===== config.mk =====
export PLATFORM = sky130hd
export DESIGN_NAME = clock_div_multi
export DESIGN_NICKNAME = d
export VERILOG_FILES = /design/src/rtl/clock_div_multi.sv
export SDC_FILE = /design/constraint.sdc
export NUM_CORES = 1
export LEC_CHECK = 0
export BUFFER_PORTS_ARGS = -buffer_cell sky130_fd_sc_hd__buf_2
export CORE_ASPECT_RATIO = 1.5
export CORE_MARGIN = 2
export CORE_UTILIZATION = 55
export CTS_BUF_LIST = sky130_fd_sc_hd__clkbuf_4 sky130_fd_sc_hd__clkbuf_8
export CTS_CLUSTER_DIAMETER = 100
export DETAILED_ROUTE_END_ITERATION = 7
export PLACE_DENSITY_LB_ADDON = 0.08
export REMOVE_ABC_BUFFERS = 1
export SYNTH_ARGS = -nofsm -noshare
export SYNTH_HDL_FRONTEND = slang
export SYNTH_SLANG_ARGS = --single-unit

===== constraint.sdc =====
create_clock -name clock -period 4.2 [get_ports clock]
set_input_delay 0.84 -clock clock [delete_from_list [all_inputs] [get_ports clock]]
set_output_delay 0.84 -clock clock [all_outputs]
set_load 0.02 [all_outputs]

===== src/rtl/clock_div_multi.sv =====
// Multi-channel programmable divider: per channel toggle / tick / one-shot output from a runtime divisor.
// Outputs are registered; an event on edge N is visible after edge N. Config port accepts at most one
// write every two cycles (cfg_ready low for the commit cycle after each accept).
module clock_div_multi #(
    parameter int CHANNELS     = 4,
    parameter int CNT_W        = 28,
    parameter int DEFAULT_DIV  = 2000000,
    parameter int DEFAULT_MODE = 1,
    localparam int CHAN_W      = (CHANNELS > 1) ? $clog2(CHANNELS) : 1
) (
    input  logic                clock,
    input  logic                reset,
    input  logic                sync,
    input  logic [CHANNELS-1:0] ch_en,
    input  logic                cfg_valid,
    output logic                cfg_ready,
    input  logic [CHAN_W-1:0]   cfg_chan,
    input  logic [CNT_W-1:0]    cfg_div,
    input  logic [1:0]          cfg_mode,
    output logic                cfg_err,
    output logic [CHANNELS-1:0] slow_clock,
    output logic [CHANNELS-1:0] tick,
    output logic [CHANNELS-1:0] done
);

    typedef enum logic [1:0] {
        MODE_OFF     = 2'd0,
        MODE_TOGGLE  = 2'd1,
        MODE_TICK    = 2'd2,
        MODE_ONESHOT = 2'd3
    } mode_e;

    logic [CNT_W-1:0]    div_q   [CHANNELS];
    logic [CNT_W-1:0]    div_d   [CHANNELS];
    mode_e               mode_q  [CHANNELS];
    mode_e               mode_d  [CHANNELS];
    logic [CNT_W-1:0]    count_q [CHANNELS];
    logic [CNT_W-1:0]    count_d [CHANNELS];
    logic [CHANNELS-1:0] slow_q, slow_d;
    logic [CHANNELS-1:0] tick_q, tick_d;
    logic [CHANNELS-1:0] done_q, done_d;
    logic                cfg_ready_q, cfg_ready_d;
    logic                cfg_err_q, cfg_err_d;

    logic                accept;
    logic                chan_bad;
    logic [CHANNELS-1:0] hit;
    logic [CHANNELS-1:0] wrap;

    always_comb begin
        accept      = cfg_valid && cfg_ready_q;
        chan_bad    = int'(cfg_chan) >= CHANNELS;
        cfg_ready_d = !accept;
        cfg_err_d   = accept && chan_bad;
        hit         = '0;
        wrap        = '0;
        div_d       = div_q;
        mode_d      = mode_q;
        count_d     = count_q;
        slow_d      = slow_q;
        tick_d      = '0;
        done_d      = done_q;

        for (int i = 0; i < CHANNELS; i++) begin
            hit[i]  = accept && !chan_bad && (int'(cfg_chan) == i);
            // count never passes div, so the +1 below cannot overflow
            wrap[i] = (count_q[i] == div_q[i]);

            if (hit[i]) begin
                div_d[i]  = cfg_div;
                mode_d[i] = mode_e'(cfg_mode);
            end

            if (sync || hit[i]) begin
                count_d[i] = '0;
                slow_d[i]  = 1'b0;
                done_d[i]  = 1'b0;
            end else if (ch_en[i]) begin
                case (mode_q[i])
                    MODE_TOGGLE: begin
                        count_d[i] = wrap[i] ? '0 : count_q[i] + 1'b1;
                        if (wrap[i]) begin
                            slow_d[i] = !slow_q[i];
                        end
                    end
                    MODE_TICK: begin
                        count_d[i] = wrap[i] ? '0 : count_q[i] + 1'b1;
                        slow_d[i]  = 1'b0;
                        tick_d[i]  = wrap[i];
                    end
                    MODE_ONESHOT: begin
                        slow_d[i] = 1'b0;
                        if (done_q[i]) begin
                            count_d[i] = '0;
                        end else begin
                            count_d[i] = wrap[i] ? '0 : count_q[i] + 1'b1;
                            tick_d[i]  = wrap[i];
                            done_d[i]  = wrap[i];
                        end
                    end
                    default: begin
                        count_d[i] = '0;
                        slow_d[i]  = 1'b0;
                    end
                endcase
            end
        end
    end

    always_ff @(posedge clock) begin
        if (reset) begin
            for (int i = 0; i < CHANNELS; i++) begin
                div_q[i]   <= CNT_W'(DEFAULT_DIV);
                mode_q[i]  <= mode_e'(2'(DEFAULT_MODE));
                count_q[i] <= '0;
            end
            slow_q      <= '0;
            tick_q      <= '0;
            done_q      <= '0;
            cfg_ready_q <= 1'b1;
            cfg_err_q   <= 1'b0;
        end else begin
            div_q       <= div_d;
            mode_q      <= mode_d;
            count_q     <= count_d;
            slow_q      <= slow_d;
            tick_q      <= tick_d;
            done_q      <= done_d;
            cfg_ready_q <= cfg_ready_d;
            cfg_err_q   <= cfg_err_d;
        end
    end

    assign cfg_ready  = cfg_ready_q;
    assign cfg_err    = cfg_err_q;
    assign slow_clock = slow_q;
    assign tick       = tick_q;
    assign done       = done_q;

endmodule


# After elaboration in Yosys (flattened, before gate mapping)

Cells that the tools add are included.

Word-level logic and storage cells: 123
Flip-flop bits (word level): 245
Output and inout port bits: 14
Input bits: 40

Muxes and demuxes: 32
Bitwise operators: 4
Add/sub/neg operators: 4
Eq/ne operators: 23
Reduce and logical (&&, ||, !) cells: 35

Operators with widths:

| cell                  | number |
|---|---|
| $mux 28               | 8 |
| $pmux 28 s2           | 4 |
| $add 28x1->28 const B | 4 |
| $eq 28x28->1          | 4 |
| $eq 2x2->1 const B    | 10 |
| $mux 1                | 16 |
| $reduce_and 2->1      | 8 |
| $reduce_or 2->1       | 8 |
| $reduce_or 3->1       | 4 |
| $eq 2x1->1 const B    | 5 |
| $ne 2x2->1 const B    | 4 |
| $pmux 1 s2            | 4 |
| $logic_and 1x1->1     | 5 |
| $logic_not 1->1       | 5 |
| $logic_or 1x1->1      | 4 |
| $not 1->1             | 4 |
| $logic_not 2->1       | 1 |

# Longest topological paths before layout

Word-level depth: 4
Gate-level depth with buffers: 10
Mapped depth without buffers: 8

# Least setup slack after synthesis

Ideal clock, no wire load.

Path type: input port to flip-flop
Start: input port reset
End: register count_q[91] in the netlist's numbering
Setup slack: 1.751 ns
Stages on the path: 8
Arrival: 2.378 ns
Data required time: 4.128 ns
Buffers on the path: 2
Library setup time: 0.072 ns
Cells stage by stage: clkbuf_1 > nor2_2 > nand2_1 > or4_4 > a21oi_4 > buf_4 > nand4_1 > mux2i_1

Word-level cells in the longest chain between the ends: 1

Ends and longest elaborated chain:

| item                      | RTL line | text |
|---|---|---|
| start, declared           | 12       | `input logic reset,` |
| $reduce_or 2->1 (no line) | --       |  |
| end signal, assigned      | 125      | `count_q <= count_d;` |
| end, declared             | 37       | `logic [CNT_W-1:0] count_q [CHANNELS];` |

No other way between the ends.
A chain may end at the register's enable or synchronous reset.

# Worst setup path after layout

Start: input port reset
End: register count_q[104] in the netlist's numbering

Same word-level chain as after synthesis.

==> results.ini <==
[status]
outcome = complete, no violations

[cells_and_area]
multi_input_comb_area_sq_um = 6595
post_route_cells_drive_above_1_share_pct = 10.56
fillers = 1999
layout.area.seq_sq_um = 4905
fin_nets = 1576
layout-area-overhead-vs-synth_pct = 10.42
num_antenna_cells = 0

[floorplanning]
floorplan.rows = 66
die_width_um = 124.6
chipHeight_um = 184.9
design.portCount = 54
die-area_sq_um = 23030
start_util_pct = 55.66
core_sq_um = 21550

[grt]
grt_start_max_net_pins = 114
grt-ovfl-total = 0
grt_pass1_vias = 9944
grt_usage_pct = 27.75
grt_pass1_wl_mm = 51.81
antenna_found_initial = 0

[clock_network]
root_buffer = sky130_fd_sc_hd__clkbuf_8
total_of_cells_resized_after_clock_tree_synthesis = 0
worst_setup_hold_path_clk_slew_ps = 60
cts_hold_repair.buffers = 0
clock-sinks = 245
clk_path_buf_depth = 3
clock_tree_from_tritoncts = done
h-tree-depth = 2
post-cts-setup-buffers = 0
clock_latency_ps = 540
cts-buffers-inserted = 39

[route]
drt_first_iter_violations = 797
drcViolationCount = 0
final_antenna_net_count = 0
dr_wl_met3_mm = 1.355
met2_wirelength_mm = 15.51
drt_pass1_iterations = 5
met1Wirelength_mm = 13.51
top_layer_used = met4
route.final.wire_length_mm = 31.72
drt-vias-per-instance = 5.779
via_count_of_the_routed_design = 10490
drt-wirelength-per-cell_um = 17.48

[place]
place_hpwl_mm = 22.34
place.gp.congestion = 0.8396
io_buffer_count = 52

[synthesis]
postSynth.asyncResetShare_pct = 0
syn_area_per_cell_sq_um = 8.046
post_synth_num_cell_types = 63
yosys_warnings = 0
ys_seq_area_share_pct = 40.88
synth_top_family_by_area = simple AND/OR/NAND/NOR gates
compound_gate_portion_of_the_synthesized_area_pct = 13.45
ys_dominant_reg_cell = sky130_fd_sc_hd__dfxtp_1
synth_edf_count = 0
yosys.area_share.simple_pct = 27.16
synthXorXnorAreaFrac_pct = 9.710
yosys_register_bits = 245
synthAdderAreaFrac_pct = 2.086
total_standard_cell_area_after_synthesis_sq_um = 12000
share_of_cell_area_taken_by_muxes_after_synthesis_pct = 2.347
netlist_instances = 1491

[min_path]
hold_start = div_q[97]
worst_hold_path.num_cells = 2
min_path_type = reg2reg
endpoint_of_the_worst_hold_timing_path = div_q[97]

[critical_path]
timing.critical_path.slowest_cell_delay_ps = 560
critPathArrivalTime_ps = 3110
critical_path.reg2reg.startpoint = count_q[12]
r2r_cells = 7
required_time_at_the_worst_slack_endpoint_ps = 4660
cp_cell_sequence = buf_4 -> nor2_2 -> nand2_1 -> or4_4 -> a21oi_4 -> buf_4 -> a21oi_1 -> o22ai_1
worst_path_dominant_cell_family = simple AND/OR/NAND/NOR gates
crit-reg2reg-capture = count_q[17]
most_used_cell_cp = sky130_fd_sc_hd__buf_4
critical_path.slowest_cell = sky130_fd_sc_hd__or4_4
crit_type = in2reg
worst-path-buf-inv = 2
timing.critical_path.from_type = input pin
cp-end-kind = flop
timing.reg2reg.setup_slack_ps = 1730
crit_fanout = 28

[sta]
setup-violations-final = 0
fin_setup_tns_ps = 0
final_max_slew_viol_count = 0
max_slew_margin_pct = 25.36
finalHoldWorstSlack_ps = 466.0
clock_skew_ps = 15.90
fmaxAchievable_mhz = 377.4
rsz_0062_raised_after_global_routing = no
fin_crit_ps = 2650
final_hold_viol_count = 0
layout_worst_path_cycle_share_pct = 63.10
max_slew.worst_pin.slew_ps = 1120

[power]
vdd_drop_max_mv = 0.2398
cellLeakagePower_nw = 4.635
power_density_nw_per_um2 = 375.1

[run]
max_cap_violations = 0

-- cells in the final DEF, fill, tap and decap left out, drive strengths merged, types with 7 or more instances in the layout --
master | Yosys | final
dfxtp | 245 | 245
mux2i | 27 | 27
o21ai | 46 | 46
nor2b | 8 | 8
and4 | 9 | 9
a21o | 13 | 13
nand4 | 64 | 64
nor2 | 50 | 50
or4 | 8 | 8
xnor2 | 121 | 121
nor3 | 20 | 20
a22o | 17 | 17
nand3 | 78 | 78
a211oi | 7 | 7
a21oi | 145 | 145
ha | 20 | 20
buf | 23 | 70
and2 | 8 | 8
o311ai | 11 | 11
or3 | 13 | 13
xor2 | 12 | 12
and3 | 20 | 20
nand3b | 31 | 31
nand2 | 339 | 339
clkbuf | 63 | 62
nor4 | 8 | 8
inv | 40 | 40
-- how the worst max path moves through the flow --
stage | startpoint | to | slack, ps | cells after the start
after floorplan | cfg_valid | count_q[75] | 340 | 6
final | reset | count_q[104] | 1550 | 8
after global routing | reset | count_q[106] | 1490 | 8
after CTS | reset | count_q[104] | 1600 | 8
after global placement | reset | count_q[107] | 1050 | 8
after detailed placement | reset | count_q[90] | 1030 | 8
-- sequential cells by signal (all words and copies together) (netlist names) --
register    count
done            4
cfg_ready       1
mode_q          8
slow_clock      4
count_q       112
div_q         112
tick            4
-- power breakdown --
| part | leakage, nW | total, W | switching [W] | internal, W |
|---|---|---|---|---|
| combinational | 2.19 | 0.000330 | 0.000212 | 0.000118 |
| clock | 0.459 | 0.00223 | 0.000961 | 0.00127 |
| sequential | 1.98 | 0.00241 | 0.0000379 | 0.00237 |
| total | 4.64 | 0.00497 | 0.00121 | 0.00376 |
-- cell families (layout without fill, tap and decap cells) --
logic type,Yosys count,in the layout
compound gates,268,268
xor+xnor,133,133
fa+ha+maj,20,20
buf+inv,126,178
flops,245,245
mux,28,28
other cells,1,1
simple gates,670,670
-- through the flow --
step	setup slack, ps	total power (W)	cell area [sq um]	util, %	cells
after floorplan	341.2	0.002640	11630	-	1405
after global placement	1049	0.002779	12390	57.48	1747
after detailed placement	1031	0.002785	12390	57.48	1747
after CTS	1596	0.005012	13250	61.46	1815
after global routing	1487	0.005144	13250	61.46	1815
final	1550	0.004969	13250	61.46	1815
-- layer usage --
layer  vias to the layer above  global-route usage, %
met5                         -                      0
met4                         0                  12.40
met3                        81                  4.073
met2                       261                  48.07
met1                      4958                  34.27
li1                       5188                      -
-- synth_stat cells, drive strengths merged (9+ instances only) --
cell	number	area share (%)
nand2	339	11
dfxtp	245	41
a21oi	145	6.2
xnor2	121	8.8
nand3	78	3.3
nand4	64	3.3
clkbuf	63	2.0
nor2	50	1.6
o21ai	46	1.9
inv	40	1.3
nand3b	31	1.9
mux2i	27	2.3
buf	23	1.1
and3	20	1.0
ha	20	2.1
nor3	20	0.92
a22o	17	1.2
a21o	13	0.81
or3	13	0.68
xor2	12	0.88
o311ai	11	0.80
and4	9	0.66
-- area by class of cell --
| cell class | instances | share of cell area, % |
|---|---|---|
| clock buffer | 62 | 6.064 |
| clock inverter | 6 | 0.4156 |
| inverter | 40 | 1.133 |
| multi-input combinational | 1120 | 49.79 |
| sequential | 245 | 37.03 |
| tap | 272 | 2.569 |
| timing repair buffer | 70 | 3.004 |
-- worst reg2reg max path, stage by stage (launching register included) --
cell                       delay (ps)
sky130_fd_sc_hd__dfxtp_1          520
sky130_fd_sc_hd__xnor2_1          160
sky130_fd_sc_hd__nand4_1           90
sky130_fd_sc_hd__nor3_1           830
sky130_fd_sc_hd__a211oi_4         210
sky130_fd_sc_hd__buf_4            290
sky130_fd_sc_hd__a21oi_1          150
sky130_fd_sc_hd__o21ai_0           90
(Power assumes the default switching activity.)
